<file path="config.mk">
export PLATFORM = sky130hd
export DESIGN_NAME = sc_dot_product_engine_flat
export DESIGN_NICKNAME = d
export VERILOG_FILES = /design/src/rtl/sc_dot_product_engine_if.sv /design/src/rtl/sc_dot_product_engine.sv /design/src/flat_wrapper.sv
export SDC_FILE = /design/constraint.sdc
export NUM_CORES = 1
export LEC_CHECK = 0
export CELL_PAD_IN_SITES_DETAIL_PLACEMENT = 0
export CELL_PAD_IN_SITES_GLOBAL_PLACEMENT = 1
export CORE_MARGIN = 2
export CORE_UTILIZATION = 45
export CTS_CLUSTER_DIAMETER = 150
export DETAILED_ROUTE_END_ITERATION = 7
export HOLD_SLACK_MARGIN = 0.03
export MAX_ROUTING_LAYER = met4
export PLACE_DENSITY_LB_ADDON = 0.1
export SETUP_SLACK_MARGIN = 0.5
export SLEW_MARGIN = 5
export SYNTH_ARGS = -nofsm -noshare
export SYNTH_HDL_FRONTEND = slang
export SYNTH_SLANG_ARGS = --single-unit
</file>
<file path="constraint.sdc">
create_clock -name clk -period 6.75 [get_ports clk]
set_input_delay 0.675 -clock clk [delete_from_list [all_inputs] [get_ports clk]]
set_output_delay 0.675 -clock clk [all_outputs]
set_load 0.02 [all_outputs]
</file>
<file path="src/rtl/sc_dot_product_engine_if.sv">
// Handshake and operand bundle for the stochastic dot-product engine.
// The slave side is the engine; the master side is the producer/consumer.
interface sc_dot_product_engine_if #(
  parameter int DIMENSION = 4,
  parameter int WIDTH     = 8
);
  localparam int SEL_BITS = $clog2(DIMENSION);
  localparam int RES_BITS = 2*WIDTH + SEL_BITS + 1;

  logic                       in_valid;
  logic                       in_ready;
  logic [WIDTH*DIMENSION-1:0] datas;
  logic [WIDTH*DIMENSION-1:0] weights;
  logic [WIDTH-1:0]           seed_data;
  logic [WIDTH-1:0]           seed_weight;
  logic                       abort;
  logic                       busy;
  logic                       out_valid;
  logic                       out_ready;
  logic [WIDTH:0]             ones_count;
  logic [RES_BITS-1:0]        result;

  modport slave (
    input  in_valid, datas, weights, seed_data, seed_weight, abort, out_ready,
    output in_ready, busy, out_valid, ones_count, result
  );

  modport master (
    output in_valid, datas, weights, seed_data, seed_weight, abort, out_ready,
    input  in_ready, busy, out_valid, ones_count, result
  );
endinterface

</file>
<file path="src/rtl/sc_dot_product_engine.sv">
// Stochastic-computing dot-product engine: LFSR-driven SNGs, AND multiply,
// round-robin mux scaled add over a 2^WIDTH-cycle unipolar stream.
module sc_dot_product_engine #(
  parameter int DIMENSION = 4,
  parameter int WIDTH     = 8
) (
  input logic                    clk,
  input logic                    rst,
  sc_dot_product_engine_if.slave bus
);
  localparam int SEL_BITS = $clog2(DIMENSION);
  localparam int RES_BITS = 2*WIDTH + SEL_BITS + 1;

  // Maximal-length Fibonacci tap masks (bit n-1 set for tap n), widths 2..16.
  function automatic logic [31:0] lfsr_taps(input int w);
    case (w)
      2:       return 32'h0003;
      3:       return 32'h0006;
      4:       return 32'h000C;
      5:       return 32'h0014;
      6:       return 32'h0030;
      7:       return 32'h0060;
      8:       return 32'h00B8;
      9:       return 32'h0110;
      10:      return 32'h0240;
      11:      return 32'h0500;
      12:      return 32'h0829;
      13:      return 32'h100D;
      14:      return 32'h2015;
      15:      return 32'h6000;
      16:      return 32'hD008;
      default: return 32'h0000;
    endcase
  endfunction

  localparam logic [WIDTH-1:0] TAPS = WIDTH'(lfsr_taps(WIDTH));

  function automatic logic [WIDTH-1:0] lfsr_step(input logic [WIDTH-1:0] v);
    return {v[WIDTH-2:0], ^(v & TAPS)};
  endfunction

  function automatic logic [WIDTH-1:0] nonzero_seed(input logic [WIDTH-1:0] s);
    return (s == '0) ? {{(WIDTH-1){1'b0}}, 1'b1} : s;
  endfunction

  typedef enum logic [1:0] {IDLE, LOAD, RUN, DONE} state_t;

  state_t                     state, state_nxt;
  logic [WIDTH*DIMENSION-1:0] datas_q, weights_q;
  logic [WIDTH-1:0]           seed_data_q, seed_weight_q;
  logic [WIDTH-1:0]           lfsr_data, lfsr_weight;
  logic [WIDTH-1:0]           k_cnt;
  logic [WIDTH:0]             acc, acc_nxt;
  logic [WIDTH:0]             ones_q;
  logic [RES_BITS-1:0]        result_q;
  logic [DIMENSION-1:0]       prod;
  logic                       last;

  always_ff @(posedge clk or negedge rst) begin
    if (!rst) state <= IDLE;
    else      state <= state_nxt;
  end

  always_comb begin
    state_nxt = state;
    case (state)
      IDLE: if (bus.in_valid) state_nxt = LOAD;
      LOAD: state_nxt = bus.abort ? IDLE : RUN;
      RUN: begin
        if (bus.abort)  state_nxt = IDLE;
        else if (last)  state_nxt = DONE;
      end
      DONE: if (bus.out_ready) state_nxt = IDLE;
      default: state_nxt = IDLE;
    endcase
  end

  assign bus.in_ready   = (state == IDLE);
  assign bus.busy       = (state == LOAD) || (state == RUN);
  assign bus.out_valid  = (state == DONE);
  assign bus.ones_count = ones_q;
  assign bus.result     = result_q;

  // Operand capture only happens on the accepting edge, so no reset is needed.
  always_ff @(posedge clk) begin
    if (state == IDLE && bus.in_valid) begin
      datas_q       <= bus.datas;
      weights_q     <= bus.weights;
      seed_data_q   <= bus.seed_data;
      seed_weight_q <= bus.seed_weight;
    end
  end

  always_comb begin
    prod = '0;
    for (int d = 0; d < DIMENSION; d++) begin
      prod[d] = (datas_q[d*WIDTH +: WIDTH] >= lfsr_data) &&
                (weights_q[d*WIDTH +: WIDTH] >= lfsr_weight);
    end
  end

  // The stream position k doubles as the adder select: sel = k mod DIMENSION.
  assign last    = &k_cnt;
  assign acc_nxt = acc + (WIDTH+1)'(prod[k_cnt[SEL_BITS-1:0]]);

  always_ff @(posedge clk or negedge rst) begin
    if (!rst) begin
      lfsr_data   <= '0;
      lfsr_weight <= '0;
      k_cnt       <= '0;
      acc         <= '0;
      ones_q      <= '0;
      result_q    <= '0;
    end else begin
      case (state)
        LOAD: begin
          lfsr_data   <= nonzero_seed(seed_data_q);
          lfsr_weight <= nonzero_seed(seed_weight_q);
          k_cnt       <= '0;
          acc         <= '0;
        end
        RUN: begin
          if (!bus.abort) begin
            lfsr_data   <= lfsr_step(lfsr_data);
            lfsr_weight <= lfsr_step(lfsr_weight);
            k_cnt       <= k_cnt + WIDTH'(1);
            acc         <= acc_nxt;
            if (last) begin
              ones_q   <= acc_nxt;
              result_q <= {acc_nxt, {(SEL_BITS+WIDTH){1'b0}}};
            end
          end
        end
        default: ;
      endcase
    end
  end
endmodule

</file>
<file path="src/flat_wrapper.sv">
// flat-port wrapper written by rule: the top's interface ports become plain ports
module sc_dot_product_engine_flat 
#(
  parameter int DIMENSION = 4,
  parameter int WIDTH     = 8
)
  (clk, rst, bus_in_valid, bus_datas, bus_weights, bus_seed_data, bus_seed_weight, bus_abort, bus_out_ready, bus_in_ready, bus_busy, bus_out_valid, bus_ones_count, bus_result);
  sc_dot_product_engine_if #(.DIMENSION(DIMENSION), .WIDTH(WIDTH)) bus_i ();
  input logic clk;
  input logic rst;
  input wire logic [$bits(bus_i.in_valid)-1:0] bus_in_valid;
  input wire logic [$bits(bus_i.datas)-1:0] bus_datas;
  input wire logic [$bits(bus_i.weights)-1:0] bus_weights;
  input wire logic [$bits(bus_i.seed_data)-1:0] bus_seed_data;
  input wire logic [$bits(bus_i.seed_weight)-1:0] bus_seed_weight;
  input wire logic [$bits(bus_i.abort)-1:0] bus_abort;
  input wire logic [$bits(bus_i.out_ready)-1:0] bus_out_ready;
  output wire logic [$bits(bus_i.in_ready)-1:0] bus_in_ready;
  output wire logic [$bits(bus_i.busy)-1:0] bus_busy;
  output wire logic [$bits(bus_i.out_valid)-1:0] bus_out_valid;
  output wire logic [$bits(bus_i.ones_count)-1:0] bus_ones_count;
  output wire logic [$bits(bus_i.result)-1:0] bus_result;
  assign bus_i.in_valid = bus_in_valid;
  assign bus_i.datas = bus_datas;
  assign bus_i.weights = bus_weights;
  assign bus_i.seed_data = bus_seed_data;
  assign bus_i.seed_weight = bus_seed_weight;
  assign bus_i.abort = bus_abort;
  assign bus_i.out_ready = bus_out_ready;
  assign bus_in_ready = bus_i.in_ready;
  assign bus_busy = bus_i.busy;
  assign bus_out_valid = bus_i.out_valid;
  assign bus_ones_count = bus_i.ones_count;
  assign bus_result = bus_i.result;
  sc_dot_product_engine #(.DIMENSION(DIMENSION), .WIDTH(WIDTH)) u_core (.clk(clk), .rst(rst), .bus(bus_i));
endmodule
</file>
* Word-level counts from Yosys, hierarchy flattened
Index checks and enable logic that the tools add are counted.
** Operators by class
- Add/sub/neg operators :: 2
- $lt $le $gt $ge :: 9
- Eq/ne operators :: 7
- Muxes and demuxes :: 18
- Bitwise logic cells :: 1
- Reductions and logical operators :: 16
** Operator list (count)
- $ge A8 B8 Y1 :: 8
- $pmux W8 S2 :: 3
- $mux W8 :: 5
- $pmux W9 S2 :: 1
- $logic_not A8 Y1 :: 2
- $reduce_xor A8 Y1 :: 2
- $mux W2 :: 5
- $reduce_and A10 Y1 :: 1
- $add A9 B1 Y9 :: 1
- $mux W9 :: 1
- $add A8 B1 Y8 const B :: 1
- $pmux W2 S4 :: 1
- $reduce_and A8 Y1 :: 1
- $ne A2 B2 Y1 const B :: 3
- $logic_and A1 B1 Y1 :: 5
- $eq A2 B2 Y1 const B :: 2
- $lt A2 B3 Y1 const B :: 1
- $ne A3 B2 Y1 const B :: 1
- $reduce_and A3 Y1 :: 1
- $bmux W1 S2 :: 1
- $eq A2 B1 Y1 const B :: 1
- $logic_not A2 Y1 :: 1
- $reduce_and A2 Y1 :: 1
- $reduce_bool A2 Y1 :: 1
- other kinds (3) :: 3
** Storage, ports and cells
- Register bits :: 124
- Bits of input ports :: 85
- Output and inout bits :: 31
- Logic and storage cells :: 63

* Longest topological paths before layout
- Depth after elaboration :: 7
- Gate-level depth with buffers :: 16
- Mapped depth without buffers :: 16

* Worst setup path after synthesis
No wires, ideal clock.
- Path kind :: register -> register
- From :: register u_core.state[0]
- To :: register u_core.datas_q[0], enable pin
- Library setup time :: 0.447 ns
- Data arrival time :: 2.738 ns
- Required time :: 6.303 ns
- Path slack :: 3.565 ns
- Stages on the path, launching flop included :: 4
- Buffers on the path :: 0
- Period minus slack after synthesis :: 3.185 ns
- Cells stage by stage :: dfrtp_1 -> inv_1 -> ha_1 -> and2_1
** Between the ends
- Longest elaborated chain between the ends :: 2
** RTL lines
- start: declaration :: line sc_dot_product_engine.sv:48 : state_t state, state_nxt;
- start signal: assignment :: line sc_dot_product_engine.sv:61 : else state <= state_nxt;
- $logic_not A2 Y1
- via bus_in_ready :: line flat_wrapper.sv:18 : output wire logic [$bits(bus_i.in_ready)-1:0] bus_in_ready;
- $logic_and A1 B1 Y1 :: line sc_dot_product_engine.sv:86 : if (state == IDLE && bus.in_valid) begin
- end signal: assignment :: line sc_dot_product_engine.sv:87 : datas_q <= bus.datas;
- end: declaration :: line sc_dot_product_engine.sv:49 : logic [WIDTH*DIMENSION-1:0] datas_q, weights_q;
The timed path passes the listed nets, and every way through them passes these cells.
A chain may end at the register's enable or synchronous reset.

* Worst setup path in the final report
- From :: register u_core.lfsr_data[2]
- To :: register u_core.acc[8]
** Between the ends
- Longest elaborated chain between the ends :: 7
- Elaborated cells on any way between the ends :: 13
- Those cells by class :: add/sub (1); order compare (4); mux (4); reduce/logical (4)
** RTL lines
- start: declaration :: line sc_dot_product_engine.sv:51 : logic [WIDTH-1:0] lfsr_data, lfsr_weight;
- start signal: assignment :: line sc_dot_product_engine.sv:117 : lfsr_data <= nonzero_seed(seed_data_q);
- start signal: assignment :: line sc_dot_product_engine.sv:124 : lfsr_data <= lfsr_step(lfsr_data);
- $ge A8 B8 Y1 :: line sc_dot_product_engine.sv:97 : prod[d] = (datas_q[d*WIDTH +: WIDTH] >= lfsr_data) &&
- $logic_and A1 B1 Y1 :: line sc_dot_product_engine.sv:97
- $bmux W1 S2 (*) :: line sc_dot_product_engine.sv:104 : assign acc_nxt = acc + (WIDTH+1)'(prod[k_cnt[SEL_BITS-1:0]]);
- $mux W1 (not written as such) (*) :: line sc_dot_product_engine.sv:104
- $add A9 B1 Y9 (*) :: line sc_dot_product_engine.sv:104
- $mux W9 (*) :: line sc_dot_product_engine.sv:123 : if (!bus.abort) begin
- $pmux W9 S2 (*) :: line sc_dot_product_engine.sv:115 : case (state)
- end signal: assignment :: line sc_dot_product_engine.sv:127 : acc <= acc_nxt;
- end: declaration :: line sc_dot_product_engine.sv:53 : logic [WIDTH:0] acc, acc_nxt;
Mark *: on every way between the ends. The rest lies on a longest branch, timed or not. The select of a mux whose other input is x is not followed.

==> run_results.csv <==
group,metric,value,unit
synthesis,syn_avg_cell_area,12.6,sq um
cells_and_area,fin_area,0.00786,sq mm
timing,min_period_over_period,56.0,%
clock_tree,tritoncts,"done",
detailed_routing,wl_per_cell,15.8,um
detailed_routing,first_pass_iters,6,
detailed_routing,drc_errors,0,
synthesis,synth_common_cells,"80 x edfxtp_1, 71 x ha_1, 44 x dfrtp_1",
clock_tree,cts-resized-gates,0,
synthesis,async_flop_share,35.5,%
timing,worst_pin_slew,1.02,ns
detailed_routing,wirelength,12.4,mm
floorplan,start_util,46.1,%
synthesis,netlist_area,0.00613,sq mm
floorplan,dieArea,0.0146,sq mm
clock_tree,hold_buffers,0,
synthesis,synth_flop_cell,"edfxtp_1",
global_routing,grt_usage,19.1,%
cells_and_area,diodes,0,
synthesis,yosys.area.top_type,"edfxtp_1",
synthesis,synth_warnings,0,
power_and_ir_drop,power_density,381,mW/mm^2
worst_setup_path,crit_path_end_kind,"flip-flop",
detailed_routing,drt_iter0_drc,153,
global_routing,grt-ovfl-total,0,
floorplan,dieHeight,121,um
clock_tree,insertion_delay,0.42,ns
synthesis,synth_top_cells_by_area,"edfxtp_1 39%, dfrtp_1 18%, ha_1 14%",
timing,slew_violations,0,
worst_setup_path,worstSetupStartpointType,"flip-flop",
cells_and_area,area_growth_syn_to_layout,28.1,%
worst_setup_path,worst_r2r_path_depth,16,
synthesis,netlist.area_leader.share,39.2,%
cells_and_area,finalNetCount,748,
clock_tree,root_buffer,"clkbuf_16",
power_and_ir_drop,leakagePower,0.00325,uW
timing,finalCriticalPeriod,3.78,ns
synthesis,yosys.cell_count.top_type,"edfxtp_1",
place,dp_cells,749,
clock_tree,cts.htree.levels,4,
cells_and_area,layout-drive-gt1-share,7.62,%
clock_tree,post_cts_buffers,0,
clock_tree,clk_path_buf_depth,2,
clock_tree,clk_pin_slew,0.05,ns
floorplan,rows,42,
power_and_ir_drop,vdd_ir_drop_max,183,uV
global_routing,grt_pass1_vias,4059,
global_routing,grt_antenna_before_repair,0,
place,place_congestion,0.819,
detailed_routing,viasPerCell,5.14,
global_routing,grt_max_degree,81,
timing,fin_tns_setup,0,ns
timing,max_clock_freq,265,MHz
place,io_buffer_count,105,
timing,rsz0062_at_grt,"false",
synthesis,synth-edff-count,80,
timing,setup_violations,0,
global_routing,grt_pass1_wl,20.3,mm
synthesis,yosysSeqAreaShare,57.1,%
clock_tree,cts.sinks,124,
cells_and_area,final_cells,780,
cells_and_area,fillers,1114,
detailed_routing,vias,4008,
synthesis,synth.distinct_cells,50,
worst_setup_path,setup.worst_path.class,"flip-flop to flip-flop",
synthesis,ys_seq_elements,124,
floorplan,die_w,121,um
timing,finalHoldViolCount,0,
place,place_area,0.00725,sq mm
place,dp_hpwl,9.05,mm
clock_tree,numCtsBuffers,17,
job,cap_violations,0,
floorplan,io_pins,116,
floorplan,fp.coreArea,0.0133,sq mm
cells_and_area,multiInputGateArea,0.00237,sq mm
timing,maxSlewHeadroom,32.2,%
worst_setup_path,required,7.08,ns
cells_and_area,register_area,0.00350,sq mm
worst_setup_path,cp_data_arrival_time,4.11,ns
synthesis,syn_inst,487,
run_status,status,"finished, final reports clean",
min_path,hold_path_class,"input pin to async pin",
worst_setup_path,path_max_fanout,5,
detailed_routing,ant_nets,0,
timing,finClkSkew,0.00718,ns
-- through the flow --
step           worst slack [ns]  power [uW]  utilization [%]  hold slack, ns
2_1_floorplan              3.56        1780                -           0.379
3_3_place_gp               3.07        2050             54.5           0.489
3_5_place_dp               3.02        2090             54.5           0.501
4_1_cts                    2.98        3030             59.1           0.458
5_1_grt                    2.76        3210             59.1           0.509
6_report                   2.97        3000             59.1           0.441
-- sequential cells by signal, indices dropped and copies added (netlist names), 9 cells and up --
register and count:
u_core.datas_q 32, u_core.weights_q 32, u_core.acc 9, u_core.bus.ones_count 9
-- cell families (layout without fill, tap and decap cells) --
family,count (synthesis),in the layout,share of synthesized area [%]
flops,124,124,57.1
compound gates,103,103,11.2
mux,2,2,0.367
xor+xnor,18,18,2.57
fa+ha+maj,71,71,14.5
buf+inv,56,164,4.92
simple gates,112,112,9.26
other cells,1,10,0.0611
-- critical path, cell delays in order (launching register included) --
cell,delay [ns]
dfrtp_1,0.38
inv_1,0.19
ha_1,0.29
a21o_1,0.19
a31oi_1,0.28
o21ai_0,0.18
a221oi_1,0.40
o221ai_1,0.21
o31a_1,0.16
ha_1,0.20
ha_1,0.23
and3_2,0.26
and3_4,0.20
and3_2,0.23
nor2_1,0.09
o21ai_0,0.09
o21ai_0,0.12
-- power breakdown --
group,internal (uW),leakage (uW),switching [uW],total [uW]
Sequential,1000,0.00133,99.0,1100
Clock,612,0.000303,311,923
Combinational,422,0.00162,552,974
-- area by class of cell --
cell class	count	share of cell area (%)
well taps	176	2.80
clock buffers	25	6.72
repair buffers	107	13.5
clock inverters	6	1.02
multi-input cells	316	30.1
flip-flops and latches	124	44.6
inverters	26	1.24
-- per-layer routing --
metal | GRT usage (%) | wire length, um | share of wire, % | up-vias
met3 | 4.53 | 501 | 4.1 | 17
met1 | 24.8 | 5810 | 47 | 1911
met5 | - | 0 | 0 | -
met2 | 29.2 | 5900 | 48 | 100
li1 | - | - | - | 1980
met4 | 7.12 | 147 | 1.2 | 0
-- placed cells by master, fill, tap and decap left out, drive strengths merged, types with 4 or more instances in the layout --
cell type / count
a221o: 14
o21ai: 33
and3: 11
conb: 10
clkdlybuf4s50: 104
ha: 71
inv: 26
nor2: 39
xor2: 4
a21o: 11
clkbuf: 25
nor2b: 8
a21oi: 24
nand3: 4
edfxtp: 80
nor3: 6
xnor2: 14
nand2: 26
dfrtp: 44
nand2b: 6
clkinv: 4
-- path summary, 6_finish.rpt --
kind                                startpoint                  end  slack (ns)
max                        u_core.lfsr_data[2]        u_core.acc[8]        2.97
min                                        rst      u_core.k_cnt[3]        0.44
max reg2reg                u_core.lfsr_data[2]        u_core.acc[8]        2.97
min reg2reg                u_core.lfsr_data[6]  u_core.lfsr_data[6]        0.52
max in group asynchronous                  rst      u_core.state[0]        5.68
min in group clk           u_core.lfsr_data[6]  u_core.lfsr_data[6]        0.52
(Power assumes the default switching activity.)
